==> src/rtl/traffic_pkg.sv <==
// Shared intersection definitions: side-light encoding and the request FSM state type.
package traffic_pkg;

  localparam logic [1:0] LIGHT_OFF = 2'd0;
  localparam logic [1:0] LIGHT_RED = 2'd1;
  localparam logic [1:0] LIGHT_YEL = 2'd2;
  localparam logic [1:0] LIGHT_GRN = 2'd3;

  typedef enum logic [1:0] {
    IDLE    = 2'd0,
    PENDING = 2'd1,
    SERVING = 2'd2
  } req_state_t;

endpackage

==> src/rtl/side_sensor_conditioner_if.sv <==
// Detector/controller signal bundle for the side-street sensor conditioner.
interface side_sensor_conditioner_if #(
  parameter int unsigned WAIT_W = 4
);

  logic              sensor_raw;
  logic [1:0]        side_light;
  logic              sensor;
  logic              present;
  logic [WAIT_W-1:0] wait_cnt;
  logic              starve;

  modport master (
    output sensor_raw,
    output side_light,
    input  sensor,
    input  present,
    input  wait_cnt,
    input  starve
  );

  modport slave (
    input  sensor_raw,
    input  side_light,
    output sensor,
    output present,
    output wait_cnt,
    output starve
  );

endinterface

==> src/rtl/sensor_debounce.sv <==
// Two-flop synchroniser plus debounce: present follows the detector only after
// DEB_CYCLES consecutive differing synchronised samples.
module sensor_debounce #(
  parameter int unsigned DEB_CYCLES = 3
) (
  input  logic clk,
  input  logic reset,
  input  logic sensor_raw,
  output logic present
);

  localparam int unsigned CNT_W = (DEB_CYCLES > 1) ? $clog2(DEB_CYCLES) : 1;

  logic [1:0]       sync_q;
  logic             s_sync;
  logic [CNT_W-1:0] cnt_q;

  assign s_sync = sync_q[1];

  // Counter only runs while the synchronised level disagrees with present.
  always_ff @(posedge clk or negedge reset) begin
    if (!reset) begin
      sync_q  <= 2'b00;
      cnt_q   <= '0;
      present <= 1'b0;
    end else begin
      sync_q <= {sync_q[0], sensor_raw};
      if (s_sync == present) begin
        cnt_q <= '0;
      end else if (cnt_q == CNT_W'(DEB_CYCLES - 1)) begin
        present <= s_sync;
        cnt_q   <= '0;
      end else begin
        cnt_q <= cnt_q + CNT_W'(1);
      end
    end
  end

endmodule

==> src/rtl/side_sensor_conditioner.sv <==
// Turns the debounced side-street detector into a latched service request with
// wait tracking and starvation flag. Optional SENSOR_HOLDOFF_EN adds a
// post-service holdoff that defers re-arming to give the main road a minimum green.
module side_sensor_conditioner
  import traffic_pkg::*;
#(
  parameter int unsigned DEB_CYCLES = 3,
  parameter int unsigned WAIT_W     = 4,
  parameter int unsigned MAX_WAIT   = 15
`ifdef SENSOR_HOLDOFF_EN
  ,
  parameter int unsigned HOLDOFF    = 6
`endif
) (
  input  logic                     clk,
  input  logic                     reset,
  side_sensor_conditioner_if.slave bus
);

  logic              present;
  logic              present_d;
  logic              green_d;
  logic              is_green;
  logic              present_rise;
  req_state_t        state_q;
  req_state_t        state_next;
  logic [WAIT_W-1:0] wait_q;
  logic [WAIT_W-1:0] wait_next;
  logic              sensor_q;
  logic              starve_q;

`ifdef SENSOR_HOLDOFF_EN
  localparam int unsigned HOLD_W = (HOLDOFF > 1) ? $clog2(HOLDOFF + 1) : 1;
  logic [HOLD_W-1:0] hold_q;
  logic [HOLD_W-1:0] hold_next;
  logic              rearm_q;
  logic              rearm_next;
`endif

  sensor_debounce #(
    .DEB_CYCLES (DEB_CYCLES)
  ) u_debounce (
    .clk        (clk),
    .reset      (reset),
    .sensor_raw (bus.sensor_raw),
    .present    (present)
  );

  assign is_green     = (bus.side_light == LIGHT_GRN);
  assign present_rise = present & ~present_d;

  // State, edge-detect copies and registered output decodes.
  always_ff @(posedge clk or negedge reset) begin
    if (!reset) begin
      state_q   <= IDLE;
      wait_q    <= '0;
      present_d <= 1'b0;
      green_d   <= 1'b0;
      sensor_q  <= 1'b0;
      starve_q  <= 1'b0;
`ifdef SENSOR_HOLDOFF_EN
      hold_q    <= '0;
      rearm_q   <= 1'b0;
`endif
    end else begin
      state_q   <= state_next;
      wait_q    <= wait_next;
      present_d <= present;
      green_d   <= is_green;
      sensor_q  <= (state_next == PENDING);
      starve_q  <= (state_next == PENDING) && (wait_next == WAIT_W'(MAX_WAIT));
`ifdef SENSOR_HOLDOFF_EN
      hold_q    <= hold_next;
      rearm_q   <= rearm_next;
`endif
    end
  end

  // Request FSM next-state and wait counter.
  always_comb begin
    state_next = state_q;
    wait_next  = wait_q;
`ifdef SENSOR_HOLDOFF_EN
    hold_next  = (hold_q != '0) ? hold_q - HOLD_W'(1) : '0;
    rearm_next = rearm_q;
`endif
    case (state_q)
      IDLE: begin
`ifdef SENSOR_HOLDOFF_EN
        if (present_rise && is_green) begin
          state_next = SERVING;
          rearm_next = 1'b0;
        end else if (present_rise || rearm_q) begin
          // Park in IDLE until the holdoff drains; hold_q==1 drains on this edge.
          if (hold_q > HOLD_W'(1)) begin
            rearm_next = 1'b1;
          end else begin
            state_next = PENDING;
            rearm_next = 1'b0;
          end
        end
`else
        if (present_rise) begin
          state_next = is_green ? SERVING : PENDING;
        end
`endif
      end
      PENDING: begin
        if (is_green) begin
          state_next = SERVING;
          wait_next  = '0;
        end else if (wait_q != WAIT_W'(MAX_WAIT)) begin
          wait_next = wait_q + WAIT_W'(1);
        end
      end
      SERVING: begin
        wait_next = '0;
        if (green_d && !is_green) begin
`ifdef SENSOR_HOLDOFF_EN
          hold_next  = HOLD_W'(HOLDOFF);
          rearm_next = present;
          state_next = IDLE;
`else
          state_next = present ? PENDING : IDLE;
`endif
        end
      end
      default: begin
        state_next = IDLE;
        wait_next  = '0;
      end
    endcase
  end

  assign bus.sensor   = sensor_q;
  assign bus.present  = present;
  assign bus.wait_cnt = wait_q;
  assign bus.starve   = starve_q;

endmodule

==> src/flat_wrapper.sv <==
// flat-port wrapper written by rule: the top's interface ports become plain ports
module side_sensor_conditioner_flat import traffic_pkg::*;
#(
  parameter int unsigned DEB_CYCLES = 3,
  parameter int unsigned WAIT_W     = 4,
  parameter int unsigned MAX_WAIT   = 15

)
  (clk, reset, bus_sensor_raw, bus_side_light, bus_sensor, bus_present, bus_wait_cnt, bus_starve);
  side_sensor_conditioner_if #(.WAIT_W(WAIT_W)) bus_i ();
  input  logic clk;
  input  logic reset;
  input wire logic [$bits(bus_i.sensor_raw)-1:0] bus_sensor_raw;
  input wire logic [$bits(bus_i.side_light)-1:0] bus_side_light;
  output wire logic [$bits(bus_i.sensor)-1:0] bus_sensor;
  output wire logic [$bits(bus_i.present)-1:0] bus_present;
  output wire logic [$bits(bus_i.wait_cnt)-1:0] bus_wait_cnt;
  output wire logic [$bits(bus_i.starve)-1:0] bus_starve;
  assign bus_i.sensor_raw = bus_sensor_raw;
  assign bus_i.side_light = bus_side_light;
  assign bus_sensor = bus_i.sensor;
  assign bus_present = bus_i.present;
  assign bus_wait_cnt = bus_i.wait_cnt;
  assign bus_starve = bus_i.starve;
  side_sensor_conditioner #(.DEB_CYCLES(DEB_CYCLES), .WAIT_W(WAIT_W), .MAX_WAIT(MAX_WAIT)) u_core (.clk(clk), .reset(reset), .bus(bus_i));
endmodule
==> config.mk <==
export PLATFORM = sky130hd
export DESIGN_NAME = side_sensor_conditioner_flat
export DESIGN_NICKNAME = d
export VERILOG_FILES = /design/src/rtl/traffic_pkg.sv /design/src/rtl/side_sensor_conditioner_if.sv /design/src/rtl/sensor_debounce.sv /design/src/rtl/side_sensor_conditioner.sv /design/src/flat_wrapper.sv
export SDC_FILE = /design/constraint.sdc
export NUM_CORES = 1
export LEC_CHECK = 0
export ABC_AREA = 0
export CORE_AREA = 4 4 47 49
export CTS_CLUSTER_DIAMETER = 200
export DETAILED_ROUTE_END_ITERATION = 6
export DIE_AREA = 0 0 51 53
export MAX_ROUTING_LAYER = met4
export PLACE_DENSITY_LB_ADDON = 0.1
export SYNTH_ARGS = -nofsm -noshare
export SYNTH_HDL_FRONTEND = slang
export SYNTH_HIERARCHICAL = 1
export SYNTH_SLANG_ARGS = --single-unit
==> constraint.sdc <==
create_clock -name clk -period 1.9 [get_ports clk]
set_clock_uncertainty 0.2 [all_clocks]
set_input_delay 0.38 -clock clk [delete_from_list [all_inputs] [get_ports clk]]
set_output_delay 0.38 -clock clk [all_outputs]
set_load 0.02 [all_outputs]
=== Word-level counts from Yosys, hierarchy flattened ===
Cells that the tools add are included.

* Word-level logic and storage cells: 38
* Flip-flop bits (word level): 15
* Bits in writable memories: 0
* Memories kept: 0
* Bits in latches: 0
* Bits of input ports: 5
* Bits in read-only memories: 0

* Muxes and demuxes: 11
* $lt $le $gt $ge: 0
* Bitwise operators: 3
* Equality and inequality tests: 8
* Add/subtract/negate cells: 2
* Reductions and logical operators: 5
* Div/mod/pow operators: 0
* Shift operators: 0
* Multiply operators: 0

{| class="wikitable"
|+ Operator list
! cell !! count
|-
| 2-bit two-way mux || 6
|-
| 4-bit two-way mux || 2
|-
| 4-bit one-hot mux with 2 select lines || 1
|-
| 2-bit == test, second input constant || 3
|-
| 2-bit one-hot mux with 3 select lines || 1
|-
| 4-bit by 1-bit adder with 4-bit output, second input constant || 1
|-
| 2-bit by 1-bit == test with 1-bit output, second input constant || 2
|-
| 4-bit == test, second input constant || 1
|-
| 4-bit != test, second input constant || 1
|-
| 2-bit by 1-bit adder with 2-bit output, second input constant || 1
|-
| 1-bit logical AND || 2
|-
| 2-bit logical NOT || 1
|-
| 1-bit NOT || 2
|-
| 2-bit AND reduction || 1
|-
| 1-bit AND || 1
|-
| 1-bit == test || 1
|-
| 1-bit logical NOT || 1
|-
| 1-bit two-way mux || 1
|}

=== Depth between registers and ports, before layout ===
Gate-level depths: netlist (run 1).

* Depth in word-level cells: 7
* Gate-level depth with buffers: 5

=== Modules after synthesis ===
Netlist (run 1), hierarchy kept.

{| class="wikitable"
|+ By module, submodules not included
! module !! cells each !! times used !! sequential area each (um^2) !! area an instance (um^2)
|-
| side_sensor_conditioner || 44 || 1 || 250.2 || 501.7
|-
| sensor_debounce || 10 || 1 || 125.1 || 175.2
|}

=== Worst setup path after synthesis (run 1) ===
No wires, ideal clock.

* Path type: register to register
* From: register u_core.wait_q[0] (netlist: u_core/bus.wait_cnt[0])
* To: register u_core.starve_q (netlist: u_core/bus.starve)
* Data required time: 1632 ps
* Data arrival time: 1440 ps
* Stages on the path, launching flop included: 6
* Period minus slack after synthesis: 1708 ps
* Path buffers: 0
* Setup time: 68 ps
* Slack: 192 ps
* Path through: dfrtp_1 > ha_1 > and3b_1 > o31ai_2 > o2111ai_1 > and4b_1

* Longest elaborated chain between the ends: 6
* Elaborated cells between the ends (all ways): 7
* Those cells by class: add/sub (1); eq/ne (2); mux (3); reduce/logical (1)

{| class="wikitable"
|+ RTL lines
! element !! line !! source
|-
| start, declared || side_sensor_conditioner.sv:27 || <nowiki>logic [WAIT_W-1:0] wait_q;</nowiki>
|-
| start signal, assigned || side_sensor_conditioner.sv:67 || <nowiki>wait_q <= wait_next;</nowiki>
|-
| 4-bit by 1-bit adder with 4-bit output / 4-bit != test (equally long branches) || side_sensor_conditioner.sv:113, side_sensor_conditioner.sv:112 ||
|-
| 4-bit two-way mux || side_sensor_conditioner.sv:112 || <nowiki>end else if (wait_q != WAIT_W'(MAX_WAIT)) begin</nowiki>
|-
| 4-bit two-way mux || side_sensor_conditioner.sv:109 || <nowiki>if (is_green) begin</nowiki>
|-
| 4-bit one-hot mux with 2 select lines (*) || side_sensor_conditioner.sv:87 || <nowiki>case (state_q)</nowiki>
|-
| 4-bit == test (*) || side_sensor_conditioner.sv:71 || <nowiki>starve_q <= (state_next == PENDING) && (wait_next == WAIT_W'(MAX_WAIT));</nowiki>
|-
| 1-bit logical AND (*) || side_sensor_conditioner.sv:71 ||
|-
| end signal, assigned || side_sensor_conditioner.sv:71 ||
|-
| end, declared || side_sensor_conditioner.sv:30 || <nowiki>logic starve_q;</nowiki>
|}

Every way passes the cells marked *; elsewhere a longest branch is shown, timed or not.
A chain may end at the register's enable or synchronous reset.

=== Worst setup path in the final report (run 1) ===
* From: register u_core.u_debounce.present
* To: output port bus_present

{| class="wikitable"
|+ RTL lines
! element !! line !! source
|-
| start, declared || sensor_debounce.sv:9 || <nowiki>output logic present</nowiki>
|-
| start signal, assigned || sensor_debounce.sv:31 || <nowiki>present <= s_sync;</nowiki>
|-
| end, declared || flat_wrapper.sv:16 || <nowiki>output wire logic [$bits(bus_i.present)-1:0] bus_present;</nowiki>
|}

No word-level cell between the ends.

==> qor.yml, run 1 <==
status:
  status: "finished, final reports clean"
layout:
  fin_cells: 101
  area_growth_pct: 30.7
  fin_nets: 81
  antennaDiodeCount: 0
  final_cell_mix: "dfrtp_1, clkdlybuf4s50_1, buf_4"
  mostFrequentLayoutCell: "dfrtp_1"
  drive_above_1_share_pct: 27.0
  final_core_util_pct: 47.5
  fillers: 176
floorplan:
  dieWidth_um: 51
  dieArea_um2: 2700
  boundaryPins: 12
  fp.coreArea_um2: 1860
  rows: 16
  start_util_pct: 36.4
  die_h_um: 53
logic_synthesis:
  ys.flop_type: "dfrtp_1"
  synth_cells: 54
  synthSimpleGateAreaFrac_pct: 20.5
  synth_edf_count: 0
  ys_seq_elements: 15
  synth_top_family_by_area: "simple AND/OR/NAND/NOR gates"
  ys_types: 31
  ys_top_cells_by_area: "dfrtp_1, o31ai_2, a21oi_1"
  synth_area_leader_cell: "dfrtp_1"
  syn_area_um2: 677
  yosys.area_share.xor_xnor_pct: 1.29
  syn-num-nets: 60
  synth_fa_ha_area_share_pct: 1.85
  muxShareOfSynthArea_pct: 2.22
  synth_compound_area_share_pct: 16.1
  seq_area_frac_synth_pct: 55.5
  synth_top_cell_area_share_pct: 55.5
  async_flop_share_pct: 100
  postSynthAreaPerCell_um2: 12.5
  synth_warnings: 6
critical_path:
  r2r-end: "u_core/bus.starve"
  slowest_stage: "clkdlybuf4s50_1"
  crit_chain: "clkdlybuf4s50_1"
  r2r_setup_slack_ns: 0.16
  crit_start: "u_core/u_debounce/present"
  cpLargestDelayFamily: "buffers and inverters"
  arrival_ns: 1.24
  reg2regPathDepth: 5
  r2r_start: "u_core/bus.wait_cnt[0]"
  crit_fanout: 2
  cp.depth: 1
  cp-start-kind: "flip-flop"
  path_buf_inv: 1
  required_ns: 1.32
  path_class: "flip-flop to output pin"
  crit_path_end_kind: "output pin"
  slowest_delay_ns: 0.60
pwr:
  total_power_mw: 1.17
  power.density_nw_per_um2: 1320
  ir_drop_uv: 645
  leakage_nw: 0.446
sta:
  hold_viol: 0
  fin_crit_sh_pct: 95.6
  tightest_slew_ns: 0.258
  layout_setup_ws_ns: 0.0837
  setup_violations: 0
  fin_crit_ns: 1.82
  maxSlewHeadroom_pct: 82.6
  grt_setup_unrepaired: "false"
  fmax_ghz: 0.551
  tns_ns: 0
  final_max_slew_viol_count: 0
global_route:
  grt_start_max_net_pins: 16
  grt_pass1_vias: 494
  overflow: 0
  grt_use_total_pct: 10.9
  antenna_found_initial: 0
  grt_pass1_wl_um: 2050
clocking:
  cts_tree: "done"
  cts_buffer_depth: 2
  cts_buffers: 3
  clkSinkCount: 15
  clkTransAtPathRegs_ns: 0.09
  cts-root-buf: "clkbuf_4"
  clock_insertion_delay_worst_skew_ns: 0.28
  ctsHtreeMaxLevel: 1
detailed_routing:
  drc: 0
  vias: 462
  antenna_left: 0
  routedWlPerCell_um: 11.9
  via_per_inst: 4.57
  drt_first_iter_violations: 9
  drt_wl_total_um: 1200
  dr.pass1.iters: 4
placed_design:
  dp_cells: 97
  dpl.hpwl_um: 948
  dp_slack_ns: -0.0255
  port_buffers: 11
  place_congestion: 0.739
hold_path:
  holdPathEnd: "u_core/u_debounce/sync_q[1]"
  hold_path_depth: 0
  hold_start: "u_core/u_debounce/sync_q[0]"
  min-delay-path-class: "flip-flop to flip-flop"
job:
  max-cap-violations: 0
==> repair_timing <==
action / in CTS / in global routing
gates resized for setup: 3 / 1
endpoints found under the hold margin: 0 / 0
buffers inserted: 0 / 0
endpoints found under the setup margin: 3 / 1
hold buffers: 0 / 0
==> Yosys cell counts, drive strengths merged, types with 2 or more instances <==
master / instances
dfrtp: 15
inv: 4
nor2: 4
a21oi: 3
nand2: 2
nand2b: 2
nor3: 2
o31ai: 2
==> layout make-up <==
| type | instances | area, um^2 | share of cell area [%] |
|---|---|---|---|
| Timing Repair Buffer | 16 | 146 | 16.5 |
| Clock buffer | 3 | 22.5 | 2.55 |
| Sequential cell | 15 | 375 | 42.4 |
| Tap cell | 27 | 33.8 | 3.82 |
| Inverter | 4 | 17.5 | 1.98 |
| Clock inverter | 1 | 5.00 | 0.566 |
| Multi-Input combinational cell | 35 | 284 | 32.1 |
==> state kept, by name, summed over array words and instances (netlist names) <==
name,flops
u_core/bus.wait_cnt,4
u_core/present_d,1
u_core/u_debounce/sync_q,2
u_core/u_debounce/cnt_q,2
u_core/green_d,1
u_core/u_debounce/present,1
u_core/state_q,2
u_core/bus.sensor,1
u_core/bus.starve,1
==> per-layer routing <==
layer,GRT usage (%),part of all wire (%),wire length (um)
met5,-,0,0
met4,6.73,0.75,9
met3,3.38,2.8,34
met2,18.5,52,629
met1,11.1,44,528
==> logic make-up (layout without fill, tap and decap cells) <==
logic type               Yosys count  after routing
AO/OA/AOI/OAI                     12             12
XOR/XNOR                           1              1
adder cells (fa/ha/maj)            1              1
buffers and inverters              4             24
flip-flops                        15             15
multiplexers                       1              1
AND/OR/NAND/NOR                   20             20
==> worst max path at each step <==
| stage | to | slack, ns |
|---|---|---|
| finish | bus_present | 0.08 |
| global route | bus_present | 0.04 |
| CTS | bus_wait_cnt[1] | 0.007 |
| detailed placement | u_core/bus.starve | -0.03 |
| global placement | u_core/bus.starve | 0.01 |
| floorplan | u_core/bus.starve | 0.19 |
==> power by group <==
part	internal, mW	switching [mW]	leakage [nW]
logic	0.256	0.244	0.235
registers	0.410	0.0814	0.193
clock network	0.0780	0.101	0.0177
==> through the flow <==
step	cell area, um^2	hold WS, ns
after global routing	885	0.166
after CTS	882	0.162
after floorplan	677	-0.116
after global placement	858	0.135
after detailed placement	858	0.141
final	885	0.158
No activity file was read; power rests on OpenSTA's default activity.
==> run 2: changes to the inputs <==
Settings changed: RECOVER_POWER set to 50.
==> qor.yml, run 2 (same netlist as run 1, synthesis figures left out) <==
placed_design:
  place_congestion: 0.739  # unchanged
  dp_cells: 97  # unchanged
  dp_slack_ns: -0.0255  # unchanged
  dpl.hpwl_um: 948  # unchanged
  port_buffers: 11  # unchanged
  placedInstanceArea_um2: 858  # unchanged
job:
  max-cap-violations: 0  # unchanged
detailed_routing:
  antenna_left: 0  # unchanged
  via_per_inst: 4.59  # +0.43%
  vias: 464  # +0.43%
  drt_first_iter_violations: 9  # unchanged
  drt_wl_total_um: 1220  # +1.3%
  drc: 0  # unchanged
  dr.pass1.iters: 4  # unchanged
  routedWlPerCell_um: 12.0  # +1.3%
clocking:
  cts_buffers: 3  # unchanged
  cts-root-buf: "clkbuf_4"
  clkSinkCount: 15  # unchanged
  ctsHtreeMaxLevel: 1  # unchanged
  postCtsSetupRepairBufs: 0  # unchanged
  cts_tree: "done"
  clkTransAtPathRegs_ns: 0.09  # about the same
  clock_insertion_delay_worst_skew_ns: 0.28  # about the same
  cts_buffer_depth: 2  # unchanged
  ctsHoldBuffers: 0  # unchanged
global_route:
  grt_pass1_vias: 494  # unchanged
  grt_start_max_net_pins: 16  # unchanged
  grt_pass1_wl_um: 2050  # unchanged
  overflow: 0  # unchanged
  grt_use_total_pct: 10.9  # unchanged
  antenna_found_initial: 0  # unchanged
sta:
  fin_crit_sh_pct: 95.5  # -0.12 points
  setup_violations: 0  # unchanged
  layout_setup_ws_ns: 0.0860  # +0.00228 ns
  hold_viol: 0  # unchanged
  fin_crit_ns: 1.81  # -0.00228 ns
  tightest_slew_ns: 0.816  # +0.558 ns
  final_max_slew_viol_count: 0  # unchanged
  hold_ws_ns: 0.158  # -0.00000500 ns
  maxSlewHeadroom_pct: 45.6  # -37 points
  tns_ns: 0  # unchanged
  grt_setup_unrepaired: "false"
  fmax_ghz: 0.551  # +0.13%
critical_path:
  cp-start-kind: "flip-flop"
  cpLargestDelayFamily: "buffers and inverters"
  path_class: "flip-flop to output pin"
  crit_fanout: 2  # unchanged
  slowest_stage: "clkdlybuf4s50_1"
  crit_chain: "clkdlybuf4s50_1"
  required_ns: 1.32  # about the same
  slowest_delay_ns: 0.60  # about the same
  crit_path_end_kind: "output pin"
  arrival_ns: 1.23  # about the same
  path_buf_inv: 1  # unchanged
layout:
  antennaDiodeCount: 0  # unchanged
  drive_above_1_share_pct: 24.3  # -2.7 points
  final_core_util_pct: 47.1  # -0.40 points
  final_cell_mix: "dfrtp_1, clkdlybuf4s50_1, nor2_1"
  fin_cells: 101  # unchanged
  fillers: 178  # +1.1%
  mostFrequentLayoutCell: "dfrtp_1"
  stdcell_area_um2: 877  # -0.85%
  area_growth_pct: 29.6
  largest_reg_flops: 4  # unchanged
  fin_nets: 81  # unchanged
hold_path:
  min-delay-path-class: "flip-flop to flip-flop"
pwr:
  ir_drop_uv: 642  # -0.34%
  leakage_nw: 0.439  # -1.5%
  total_power_mw: 1.16  # -0.91%
  power.density_nw_per_um2: 1320  # about the same
floorplan:
  fp.coreArea_um2: 1860  # unchanged
  boundaryPins: 12  # unchanged
  dieWidth_um: 51  # unchanged
  start_util_pct: 36.4  # unchanged
  die_h_um: 53  # unchanged
  dieArea_um2: 2700  # unchanged
  rows: 16  # unchanged
status:
  status: "finished, final reports clean"
==> run 2: changes by cell type in the layout (fill, tap and decap cells not counted), sizes merged <==
cell	change
clkdlybuf4s50	-2
dlygate4sd3	+2
clkbuf	+2
buf	-2
==> run 2: layout make-up <==
class	instances	area [um^2]	area share (%)
flip-flops and latches	15	375	42.8
multi-input cells	35	284	32.4
repair buffers	16	139	15.8
well taps	27	33.8	3.85
clock buffers	3	22.5	2.57
inverters	4	17.5	2.00
clock inverters	1	5.00	0.571
==> run 2: worst paths after layout <==
| path | slack [ns] | endpoint | cells after the start | startpoint |
|---|---|---|---|---|
| setup / recovery | 0.09 | bus_present | 1 | u_core/u_debounce/present |
| max in group asynchronous | 0.50 | u_core/green_d | 2 | reset |
| setup reg to reg | 0.16 | u_core/bus.starve | 5 | u_core/bus.wait_cnt[0] |
| hold reg to reg | 0.16 | u_core/u_debounce/sync_q[1] | 0 | u_core/u_debounce/sync_q[0] |
| min in group asynchronous | 0.49 | u_core/bus.wait_cnt[3] | 2 | reset |
| hold / removal | 0.16 | u_core/u_debounce/sync_q[1] | 0 | u_core/u_debounce/sync_q[0] |
==> run 2: report_power, final <==
part	internal (mW)	total, mW	switching (mW)
Combinational	0.245	0.489	0.244
Sequential	0.410	0.491	0.0810
Clock	0.0781	0.180	0.102
Total	0.734	1.16	0.427
==> run 2: metal layers <==
metal,vias to the layer above,wire length (um),GRT usage (%)
met5,-,0,-
met4,0,9,6.73
met3,2,34,3.38
met2,4,625,18.5
met1,223,547,11.1
li1,235,-,-
==> run 2: repair_timing <==
action | CTS | global route
cloned | 0 | 0
endpoints found under the hold margin | 0 | 0
endpoints found under the setup margin | 3 | 1
resized for setup | 3 | 1
==> run 3: changes to the inputs <==
Settings changed: CTS_BUF_LIST set to sky130_fd_sc_hd__clkbuf_8.
==> qor.yml, run 3 (same netlist as run 1, synthesis figures left out) <==
sta:
  grt_setup_unrepaired: "false"
  fmax_ghz: 0.548  # -0.52%
  hold_viol: 0  # unchanged
  layout_setup_ws_ns: 0.0766  # -0.00943 ns
  maxSlewHeadroom_pct: 45.0  # -0.63 points
  final_max_slew_viol_count: 0  # unchanged
  fin_crit_sh_pct: 96.0  # +0.50 points
  fin_crit_ns: 1.82  # +0.00943 ns
  setup_violations: 0  # unchanged
  tightest_slew_ns: 0.825  # +0.00942 ns
layout:
  multiInputGateArea_um2: 284  # unchanged
  stdcell_area_um2: 905  # +3.1%
  largest_reg_flops: 4  # unchanged
  final_core_util_pct: 48.6  # +1.5 points
  seq_area_um2: 375  # unchanged
  mostFrequentLayoutCell: "dfrtp_1"
  final_cell_mix: "dfrtp_1, clkdlybuf4s50_1, nor2_1"
  fin_cells: 101  # unchanged
  area_growth_pct: 33.6
  fillers: 174  # -2.2%
  drive_above_1_share_pct: 24.3  # unchanged
  fin_nets: 81  # unchanged
  antennaDiodeCount: 0  # unchanged
global_route:
  grt_start_max_net_pins: 16  # unchanged
  grt_pass1_vias: 493  # -0.20%
  grt_use_total_pct: 10.8  # -0.062 points
  grt_pass1_wl_um: 2040  # -0.68%
  antenna_found_initial: 0  # unchanged
  overflow: 0  # unchanged
clocking:
  cts-root-buf: "clkbuf_8"
  clkTransAtPathRegs_ns: 0.06  # -0.03 ns
  clkSinkCount: 15  # unchanged
  ctsHtreeMaxLevel: 1  # unchanged
  cts_buffer_depth: 2  # unchanged
  cts_tree: "done"
  clock_insertion_delay_worst_skew_ns: 0.24  # -0.04 ns
  cts_buffers: 3  # unchanged
floorplan:
  rows: 16  # unchanged
  fp.coreArea_um2: 1860  # unchanged
  dieArea_um2: 2700  # unchanged
  dieWidth_um: 51  # unchanged
  boundaryPins: 12  # unchanged
  start_util_pct: 36.4  # unchanged
  die_h_um: 53  # unchanged
critical_path:
  r2r_setup_slack_ns: 0.17  # about the same
  r2r-end: "u_core/bus.starve"
  cpLargestDelayFamily: "buffers and inverters"
  crit_chain: "clkdlybuf4s50_1"
  reg2regPathDepth: 5  # unchanged
  r2r_start: "u_core/bus.wait_cnt[0]"
  cp.depth: 1  # unchanged
  slowest_delay_ns: 0.62  # +0.02 ns
  arrival_ns: 1.24  # about the same
  required_ns: 1.32  # about the same
  crit_path_end_kind: "output pin"
  path_class: "flip-flop to output pin"
  path_buf_inv: 1  # unchanged
  cp-start-kind: "flip-flop"
  slowest_stage: "clkdlybuf4s50_1"
  endpoint: "bus_wait_cnt[1]"
  crit_start: "u_core/bus.wait_cnt[1]"
  crit_fanout: 4  # +2
job:
  max-cap-violations: 0  # unchanged
detailed_routing:
  drc: 0  # unchanged
  drt_wl_total_um: 1210  # -0.25%
  vias: 459  # -1.1%
  antenna_left: 0  # unchanged
  dr.pass1.iters: 4  # unchanged
  routedWlPerCell_um: 12.0  # -0.25%
  drt_first_iter_violations: 9  # unchanged
  via_per_inst: 4.54  # -1.1%
placed_design:
  port_buffers: 11  # unchanged
  dpl.hpwl_um: 948  # unchanged
  place_congestion: 0.739  # unchanged
  dp_cells: 97  # unchanged
  placedInstanceArea_um2: 858  # unchanged
  dp_slack_ns: -0.0255  # unchanged
pwr:
  ir_drop_uv: 673  # +4.7%
  power.density_nw_per_um2: 1370  # +3.7%
  total_power_mw: 1.24  # +6.9%
  leakage_nw: 0.469  # +6.8%
status:
  status: "finished, final reports clean"
hold_path:
  min-delay-path-class: "flip-flop to flip-flop"
run 3: cell count changes in the layout (fill, tap and decap cells not counted):
cell             previous run  this run
clkbuf_4                    3         0
dlymetal6s2s_1              1         3
clkdlybuf4s50_1             5         6
clkbuf_8                    0         3
dlygate4sd2_1               3         0
run 3: final cells by class:
type | instances | area share, %
clock buffers | 3 | 4.56
multi-input cells | 35 | 31.4
repair buffers | 16 | 16.3
well taps | 27 | 3.73
clock inverters | 1 | 0.553
flip-flops and latches | 15 | 41.5
inverters | 4 | 1.94
run 3: worst min-delay path by stage:
| stage | slack [ns] | from | cells past startpoint | end |
|---|---|---|---|---|
| floorplan | -0.12 | reset | 0 | u_core/bus.sensor |
| global placement | 0.14 | u_core/u_debounce/sync_q[0] | 0 | u_core/u_debounce/sync_q[1] |
| detailed placement | 0.14 | u_core/u_debounce/sync_q[0] | 0 | u_core/u_debounce/sync_q[1] |
| CTS | 0.15 | u_core/u_debounce/sync_q[0] | 0 | u_core/u_debounce/sync_q[1] |
| global route | 0.16 | u_core/u_debounce/sync_q[0] | 0 | u_core/u_debounce/sync_q[1] |
| finish | 0.15 | u_core/u_debounce/sync_q[0] | 0 | u_core/u_debounce/sync_q[1] |
run 3: through the flow:
step / hold WS (ns) / setup TNS, ns
after CTS: 0.155 / 0
final: 0.150 / 0
after global routing: 0.157 / 0
after floorplan: -0.116 / 0
after detailed placement: 0.141 / -0.0255
after global placement: 0.135 / 0
run 3: metal layers:
metal	up-vias	wire length [um]	global-route usage (%)	share of wire (%)
met5	-	0	-	0
met4	0	9	6.73	0.74
met3	2	35	3.38	2.9
met2	4	621	18.5	51
met1	217	548	10.9	45
li1	236	-	-	-
run 3: power by group:
| group | total (mW) | switching [mW] | leakage, nW | internal [mW] |
|---|---|---|---|---|
| Clock | 0.252 | 0.107 | 0.0255 | 0.145 |
| Combinational | 0.496 | 0.244 | 0.251 | 0.253 |
| Sequential | 0.493 | 0.0812 | 0.193 | 0.412 |
run 3: timing repair:
| action | CTS | global route |
|---|---|---|
| resized for setup | 0 | 3 |
| endpoints found under the setup margin | 0 | 3 |
| hold buffers | 0 | 0 |
| buffers inserted | 0 | 0 |
